==> config.mk <==
export PLATFORM = sky130hd
export DESIGN_NAME = w_conditioner
export DESIGN_NICKNAME = d
export VERILOG_FILES = /design/src/rtl/fsm_pkg.sv /design/src/rtl/sync2.sv /design/src/rtl/w_conditioner.sv
export SDC_FILE = /design/constraint.sdc
export NUM_CORES = 1
export LEC_CHECK = 0
export CAP_MARGIN = 15
export CORE_AREA = 2 2 39 41
export DETAILED_ROUTE_END_ITERATION = 12
export DIE_AREA = 0 0 41 43
export DONT_BUFFER_PORTS = 1
export HOLD_SLACK_MARGIN = 0.15
export MAX_ROUTING_LAYER = met4
export PLACE_DENSITY = 0.71
export RECOVER_POWER = 100
export SETUP_SLACK_MARGIN = 0.2
export SYNTH_ARGS = -nofsm -noshare
export SYNTH_HDL_FRONTEND = slang
export SYNTH_HIERARCHICAL = 1
export SYNTH_SLANG_ARGS = --single-unit
==> constraint.sdc <==
create_clock -name clk -period 1.4 [get_ports clk]
set_clock_uncertainty 0.05 [all_clocks]
set_input_delay 0.28 -clock clk [delete_from_list [all_inputs] [get_ports clk]]
set_output_delay 0.28 -clock clk [all_outputs]
set_load 0.02 [all_outputs]
==> src/rtl/fsm_pkg.sv <==
// Shared state encodings for the w conditioner and the downstream sequence-detector benches.
package fsm_pkg;

  typedef enum logic [1:0] {
    STABLE_LO = 2'b00,
    PEND_HI   = 2'b01,
    STABLE_HI = 2'b11,
    PEND_LO   = 2'b10
  } state_e;

  localparam int unsigned DEBOUNCE_DEFAULT = 3;

  // Debounced level implied by a state: high while stable high or while a fall is pending.
  function automatic logic level_of(input state_e s);
    return (s == STABLE_HI) || (s == PEND_LO);
  endfunction

endpackage

==> src/rtl/sync2.sv <==
// Generic two-flop synchronizer for asynchronous level inputs.
module sync2 #(
  parameter int unsigned W = 1
) (
  input  logic         clk,
  input  logic         reset,
  input  logic [W-1:0] d_i,
  output logic [W-1:0] q_o
);

  logic [W-1:0] s1_q;
  logic [W-1:0] s2_q;

  always_ff @(posedge clk or posedge reset) begin
    if (reset) begin
      s1_q <= '0;
      s2_q <= '0;
    end else begin
      s1_q <= d_i;
      s2_q <= s1_q;
    end
  end

  assign q_o = s2_q;

endmodule

==> src/rtl/w_conditioner.sv <==
// Synchronizes and debounces the raw w line; emits a clean level plus edge and glitch strobes.
module w_conditioner
  import fsm_pkg::*;
#(
  parameter int unsigned DEBOUNCE_CYCLES = DEBOUNCE_DEFAULT,
  parameter int unsigned CNT_W           = $clog2(DEBOUNCE_CYCLES + 1)
) (
  input  logic clk,
  input  logic reset,
  input  logic w_raw,
  output logic w,
  output logic w_rise,
  output logic w_fall,
  output logic glitch
);

  localparam logic [CNT_W-1:0] CNT_LAST = CNT_W'(DEBOUNCE_CYCLES - 1);
  localparam logic             DIRECT   = (DEBOUNCE_CYCLES == 1);

  logic             w_sync;
  state_e           state_q;
  logic [CNT_W-1:0] cnt_q;
  logic             w_q;
  logic             rise_q;
  logic             fall_q;
  logic             glitch_q;

  sync2 #(.W(1)) u_sync (
    .clk   (clk),
    .reset (reset),
    .d_i   (w_raw),
    .q_o   (w_sync)
  );

  // Qualification FSM; the stable-level check has priority so the completing sample can still reject.
  always_ff @(posedge clk or posedge reset) begin
    if (reset) begin
      state_q  <= STABLE_LO;
      cnt_q    <= '0;
      w_q      <= 1'b0;
      rise_q   <= 1'b0;
      fall_q   <= 1'b0;
      glitch_q <= 1'b0;
    end else begin
      rise_q   <= 1'b0;
      fall_q   <= 1'b0;
      glitch_q <= 1'b0;
      case (state_q)
        STABLE_LO: begin
          if (w_sync) begin
            if (DIRECT) begin
              state_q <= STABLE_HI;
              cnt_q   <= '0;
              w_q     <= 1'b1;
              rise_q  <= 1'b1;
            end else begin
              state_q <= PEND_HI;
              cnt_q   <= CNT_W'(1);
            end
          end
        end
        PEND_HI: begin
          if (!w_sync) begin
            state_q  <= STABLE_LO;
            cnt_q    <= '0;
            glitch_q <= 1'b1;
          end else if (cnt_q == CNT_LAST) begin
            state_q <= STABLE_HI;
            cnt_q   <= '0;
            w_q     <= 1'b1;
            rise_q  <= 1'b1;
          end else begin
            cnt_q <= cnt_q + CNT_W'(1);
          end
        end
        STABLE_HI: begin
          if (!w_sync) begin
            if (DIRECT) begin
              state_q <= STABLE_LO;
              cnt_q   <= '0;
              w_q     <= 1'b0;
              fall_q  <= 1'b1;
            end else begin
              state_q <= PEND_LO;
              cnt_q   <= CNT_W'(1);
            end
          end
        end
        PEND_LO: begin
          if (w_sync) begin
            state_q  <= STABLE_HI;
            cnt_q    <= '0;
            glitch_q <= 1'b1;
          end else if (cnt_q == CNT_LAST) begin
            state_q <= STABLE_LO;
            cnt_q   <= '0;
            w_q     <= 1'b0;
            fall_q  <= 1'b1;
          end else begin
            cnt_q <= cnt_q + CNT_W'(1);
          end
        end
        default: begin
          state_q <= STABLE_LO;
          cnt_q   <= '0;
          w_q     <= 1'b0;
        end
      endcase
    end
  end

  assign w      = w_q;
  assign w_rise = rise_q;
  assign w_fall = fall_q;
  assign glitch = glitch_q;

endmodule
==> results of run 1 <==
## cells in the mapped netlist
master / count
nand2b_1: 2
nor3_1: 2
nand2_1: 2
mux2_1: 1
buf_6: 1
o21a_1: 1
o311ai_1: 1
mux2_4: 1
nor2_1: 2
nand4b_1: 1
nor2b_1: 1
mux2i_4: 2
inv_1: 6
dfrtp_1: 10
mux2_2: 1
a211oi_1: 1
o21ai_2: 1
nor4bb_1: 1
a21oi_1: 2
a211o_1: 1
o21ai_1: 2
ha_1: 7
o21ai_0: 2
and3_1: 1
## routing by layer
layer / GRT usage, % / wire (microns)
met3: 3.14 / 24
met2: 31.6 / 723
met5: - / 0
met4: 6.00 / 8
met1: 26.4 / 582
## cells by family after synthesis
kind of cell    count (synthesis)  synth area share (%)
compound gates                 11                  12.0
fa+ha+maj                       7                  14.7
buf+inv                         7                  5.68
flops                          10                  42.1
mux                             5                  13.9
simple gates                   12                  11.6
## worst max-delay path: stages, from the launching register on
cell     delay [ps]
dfrtp_2         460
ha_2            240
mux2i_4         200
o21ai_2          90
mux2_4          300
## report_power, final
part           internal, mW  switching (mW)  total [mW]
sequential            0.383           0.153       0.536
combinational         0.664           0.497        1.16
clock                 0.158           0.104       0.262
## cell usage in the layout, fill, tap and decap left out, types with 2 or more instances in the layout
cell           instances
inv_1                  4
dfrtp_1                8
o21ai_1                4
ha_1                   2
ha_4                   3
mux2i_4                2
dlygate4sd3_1          2
dfrtp_2                2
ha_2                   2
mux2_4                 2
buf_4                 16
nand2b_1               2
clkbuf_4               3
nor3_2                 2
inv_4                  2
## worst paths after layout
path	from	to	slack, ps
max	state_q[0]	state_q[1]	-60
min	reset	u_sync/q_o	280
max reg2reg	state_q[0]	state_q[1]	-60
min reg2reg	u_sync/s1_q	u_sync/q_o	300
min in group clk	u_sync/s1_q	u_sync/q_o	300
max in group asynchronous	reset	state_q[1]	670
## metrics by stage
step / setup WS (ps) / hold slack, ps
6_report: -58.2 / 275
5_1_grt: -101 / 294
4_1_cts: -47.5 / 272
3_5_place_dp: -86.5 / -21.9
3_3_place_gp: -73.1 / -22.9
2_1_floorplan: -16.8 / -28.8
## timing repair
action,4_1_cts,5_1_grt
resized for setup,7,7
pin swaps,5,2
endpoints found under the setup margin,6,7
hold buffers,2,0
hold endpoints to repair,11,0
buffers inserted,3,0
## state kept, by name, indices dropped and copies added (netlist names)
signal	count
cnt_q	2
state_q	2
glitch	1
u_sync/q_o	1
u_sync/s1_q	1
w	1
w_fall	1
w_rise	1
## cell type report
| type | count | area [sq um] |
|---|---|---|
| clock buffers | 4 | 36.3 |
| fillers | 108 | 514 |
| inverters | 6 | 27.5 |
| multi-input cells | 35 | 382 |
| flip-flops and latches | 10 | 253 |
| well taps | 16 | 20.0 |
| repair buffers | 19 | 151 |
==> results.cfg, run 1 <==
[clock_tree]
insertion_delay_ps = 260
cts_tree = yes
cts.sinks = 10
cts_buffer_depth = 2
numCtsBuffers = 3
clkTransAtPathRegs_ps = 70
clk_root_buffer_cell = clkbuf_4
h-tree-depth = 1

[logic_synthesis]
ys_seq_elements = 10
syn_area_sq_um = 594
ys_seq_area_share_pct = 42.1
yosys.area.top_type = dfrtp_1
synth_area_per_cell_sq_um = 11.4
yosys-top-cells-area = dfrtp_1, ha_1, mux2i_4, inv_1, mux2_4
ys_types = 24
syn_inst = 52
yosysWarnings = 6
syn-num-nets = 62
synth_top_area_share_pct = 42.1

[sta]
fin_crit_sh_pct = 104
slew_viol_final = 0
rsz0062_at_grt = yes
setup_slack_ps = -58.2
fmax_mhz = 686
fin_crit_ps = 1460
setup_viol = 3
slew_headroom_pct = 79.1
hold_viol = 0
max_slew.worst_pin.slew_ps = 314
finalSetupTns_ps = -103

[pwr]
total_power_mw = 1.96
power_density_nw_per_um2 = 2250
power.leakage_nw = 0.399
peakVddDrop_uv = 1070

[setup_path]
cp_data_required_time_ps = 1500
setup.worst_path.start_class = flop
endpoint_kind = flop
path_max_fanout = 4
cp.arrival_ps = 1560
rr_worst_depth = 4
crit_type = flop to flop

[global_route]
antenna_found_initial = 0
grt_util_all_layers_pct = 20.3
grt_pass1_wl_microns = 2330
grt_pass1_vias = 469
overflow = 0
grt_start_max_net_pins = 9

[die]
core_area_sq_um = 1380
dieHeight_microns = 43
io_pins = 7
fp.dieArea_sq_um = 1760
core.rowCount = 14
start_util_pct = 42.9
die_w_microns = 41

[place]
gp_congestion = 0.748
portBuffers = 0
dp_cells = 81
place_hpwl_microns = 966
placed_area_sq_um = 749

[finish]
final_nets = 85
diodes = 0
drive_above_1_share_pct = 55.4
area_growth_pct = 46.3
final_util_pct = 62.8
final_area_sq_um = 870
final_cells = 90

[route]
vias = 456
drcViolationCount = 0
drt_iter0_markers = 7
drt_pass1_iterations = 2
routedWlPerCell_microns = 14.9
wl_microns = 1340
vias_per_cell = 5.07
final_antenna_net_count = 0

[run]
maxCapViolations = 0

[run_status]
violations = setup timing
outcome = finished, violations left

[hold_path]
hold_path_class = input port to asynchronous set/reset pin
Note: power is estimated with default switching activity, not from simulation.
==> run 2, diff against run 1 <==
--- a/config.mk
+++ b/config.mk
@@ -5,17 +5,16 @@
 export SDC_FILE = /design/constraint.sdc
 export NUM_CORES = 1
 export LEC_CHECK = 0
-export CAP_MARGIN = 15
+export CAP_MARGIN = 25
 export CORE_AREA = 2 2 39 41
 export DETAILED_ROUTE_END_ITERATION = 12
 export DIE_AREA = 0 0 41 43
 export DONT_BUFFER_PORTS = 1
 export HOLD_SLACK_MARGIN = 0.15
 export MAX_ROUTING_LAYER = met4
-export PLACE_DENSITY = 0.71
+export PLACE_DENSITY = 0.72
 export RECOVER_POWER = 100
 export SETUP_SLACK_MARGIN = 0.2
 export SYNTH_ARGS = -nofsm -noshare
 export SYNTH_HDL_FRONTEND = slang
-export SYNTH_HIERARCHICAL = 1
 export SYNTH_SLANG_ARGS = --single-unit
==> run 2 against run 1 <==
The run still ends with setup timing left. Sequential share of layout area up 0.70 points. Total power down 1.6%. Final cell count down 5.6%. Clock power down 21%. Routed wire length up 11%. Critical path type unchanged. Synthesized area up 0.21%. Largest power group unchanged. Register-to-register slack worse by 40 ps. Critical endpoint unchanged.
==> results.cfg, run 2 <==
[run_status]
outcome = finished, violations left
violations = setup timing

[clock_tree]
h-tree-depth = 1
clkTransAtPathRegs_ps = 70
cts_buffer_depth = 2
clk_root_buffer_cell = clkbuf_4
cts.sinks = 10
numCtsBuffers = 3
cts_tree = yes
insertion_delay_ps = 270

[finish]
drive_above_1_share_pct = 55.1
final_cell_mix = buf_4, dfrtp_1, ha_4
final_area_sq_um = 853
area_growth_pct = 43.3
multiInputGateArea_sq_um = 394
final_nets = 81
mostFrequentLayoutCell = buf_4
reg_top3 = cnt_q (2), state_q (2)
final_util_pct = 61.7
regArea_sq_um = 254
nFillCells = 102
diodes = 0

[setup_path]
setup.worst_path.start_class = flop
r2r-end = state_q[1]
crit_type = flop to flop
ff2ff_setup_slack_ps = -100
path_max_fanout = 4
endpoint = state_q[1]
rr_worst_depth = 5
cp_data_required_time_ps = 1510
rr_startpoint = state_q[0]
endpoint_kind = flop
startpoint = state_q[0]
cp.arrival_ps = 1610

[sta]
fin_crit_ps = 1500
setup_viol = 5
slew_viol_final = 0
hold_viol = 0
max_slew.worst_pin.slew_ps = 396
fin_crit_sh_pct = 107
slew_headroom_pct = 73.6
fmax_mhz = 666
rsz0062_at_grt = yes
finalSetupTns_ps = -338
setup_slack_ps = -101

[die]
die_w_microns = 41
core_area_sq_um = 1380
io_pins = 7
fp.dieArea_sq_um = 1760
start_util_pct = 43.0
dieHeight_microns = 43
core.rowCount = 14

[global_route]
grt_util_all_layers_pct = 20.1
antenna_found_initial = 0
overflow = 0
grt_pass1_wl_microns = 2150
grt_start_max_net_pins = 11
grt_pass1_vias = 465

[logic_synthesis]
synth_ff_type = dfrtp_1
synth_top_family_by_area = multiplexers
synthXorXnorAreaFrac_pct = 0
syn_inst = 50
synthArstFlopShare_pct = 100
synth_top_area_share_pct = 42.0
syn_area_sq_um = 596
ys_types = 25
synth.top_cells.by_count = dfrtp_1, ha_1, inv_1, nor3_1
syn-num-nets = 60
yosys-top-cells-area = dfrtp_1, ha_1, mux2_4, mux2i_4, mux2i_1
synth-edff-count = 0
synthAdderAreaFrac_pct = 14.7
synth-compound-area-share_pct = 9.66
ys_seq_area_share_pct = 42.0
synthMuxAreaShare_pct = 16.4
yosysMostFrequentCell = dfrtp_1
synth_simple_gate_area_share_pct = 12.2
synth_area_per_cell_sq_um = 11.9
yosysWarnings = 0
yosys.area.top_type = dfrtp_1
ys_seq_elements = 10

[route]
vias_per_cell = 5.44
drt_iter0_markers = 4
wl_microns = 1490
drt_pass1_iterations = 4
vias = 462
routedWlPerCell_microns = 17.5
drcViolationCount = 0
final_antenna_net_count = 0

[hold_path]
hold_path_class = flop to flop

[place]
placed_area_sq_um = 672
portBuffers = 0
gp_congestion = 0.904
place_hpwl_microns = 860

[pwr]
power_density_nw_per_um2 = 2260
peakVddDrop_uv = 997
power.leakage_nw = 0.389

[run]
maxCapViolations = 0
[run 2: cell families (layout without fill, tap and decap cells)]
group | Yosys count | in the layout
buffers and inverters | 6 | 25
and+or+nand+nor | 12 | 12
AOI/OAI and AO/OA | 8 | 8
muxes | 7 | 7
adders and majority gates | 7 | 7
DFF | 10 | 10
[run 2: area by class of cell]
cell class | count | share of cell area, %
multi-input combinational | 34 | 46.2
sequential | 10 | 29.8
timing repair buffer | 17 | 16.0
inverter | 5 | 3.08
clock buffer | 3 | 2.64
tap | 16 | 2.35
[run 2: through the flow]
| step | hold WS, ps | std cells | power [mW] | worst slack, ps |
|---|---|---|---|---|
| after floorplan | 70.2 | 50 | 1.06 | 6.81 |
| after global placement | 117 | 73 | 1.28 | -103 |
| after detailed placement | 122 | 73 | 1.31 | -113 |
| after CTS | 301 | 83 | 1.78 | -75.5 |
| after global routing | 306 | 85 | 2.03 | -119 |
| final | 299 | 85 | 1.93 | -101 |
[run 2: power breakdown]
part / leakage, nW / internal (mW) / switching, mW
registers: 0.121 / 0.387 / 0.147
logic: 0.254 / 0.649 / 0.538
clock network: 0.0138 / 0.0997 / 0.107
total: 0.389 / 1.14 / 0.792
[run 2: worst max-delay path, stage by stage (launching register included)]
cell,delay (ps)
dfrtp_2,430
clkinv_4,110
ha_4,180
mux2i_4,220
o21ai_2,90
mux2_4,300
[run 2: layer usage]
| metal | share of wire [%] | GRT usage, % |
|---|---|---|
| met1 | 38 | 21.5 |
| met2 | 53 | 31.3 |
| met3 | 4.2 | 4.71 |
| met4 | 4.2 | 13.3 |
| met5 | 0 | - |
[run 2: worst min path at each step]
stage	endpoint	depth (start not counted)	slack, ps	start
4_1_cts	u_sync.q_o	0	300	u_sync.s1_q
3_3_place_gp	u_sync.q_o	1	120	reset
6_report	u_sync.q_o	0	300	u_sync.s1_q
5_1_grt	u_sync.q_o	0	310	u_sync.s1_q
2_1_floorplan	cnt_q[0]	1	70	reset
3_5_place_dp	w_rise	1	120	reset
[run 2: repair_timing]
action	in CTS	in global routing
pin swaps	2	1
hold buffers	2	0
resized for setup	15	4
gates cloned	0	0
buffers inserted	5	2
endpoints found under the setup margin	6	6
endpoints found under the hold margin	11	0
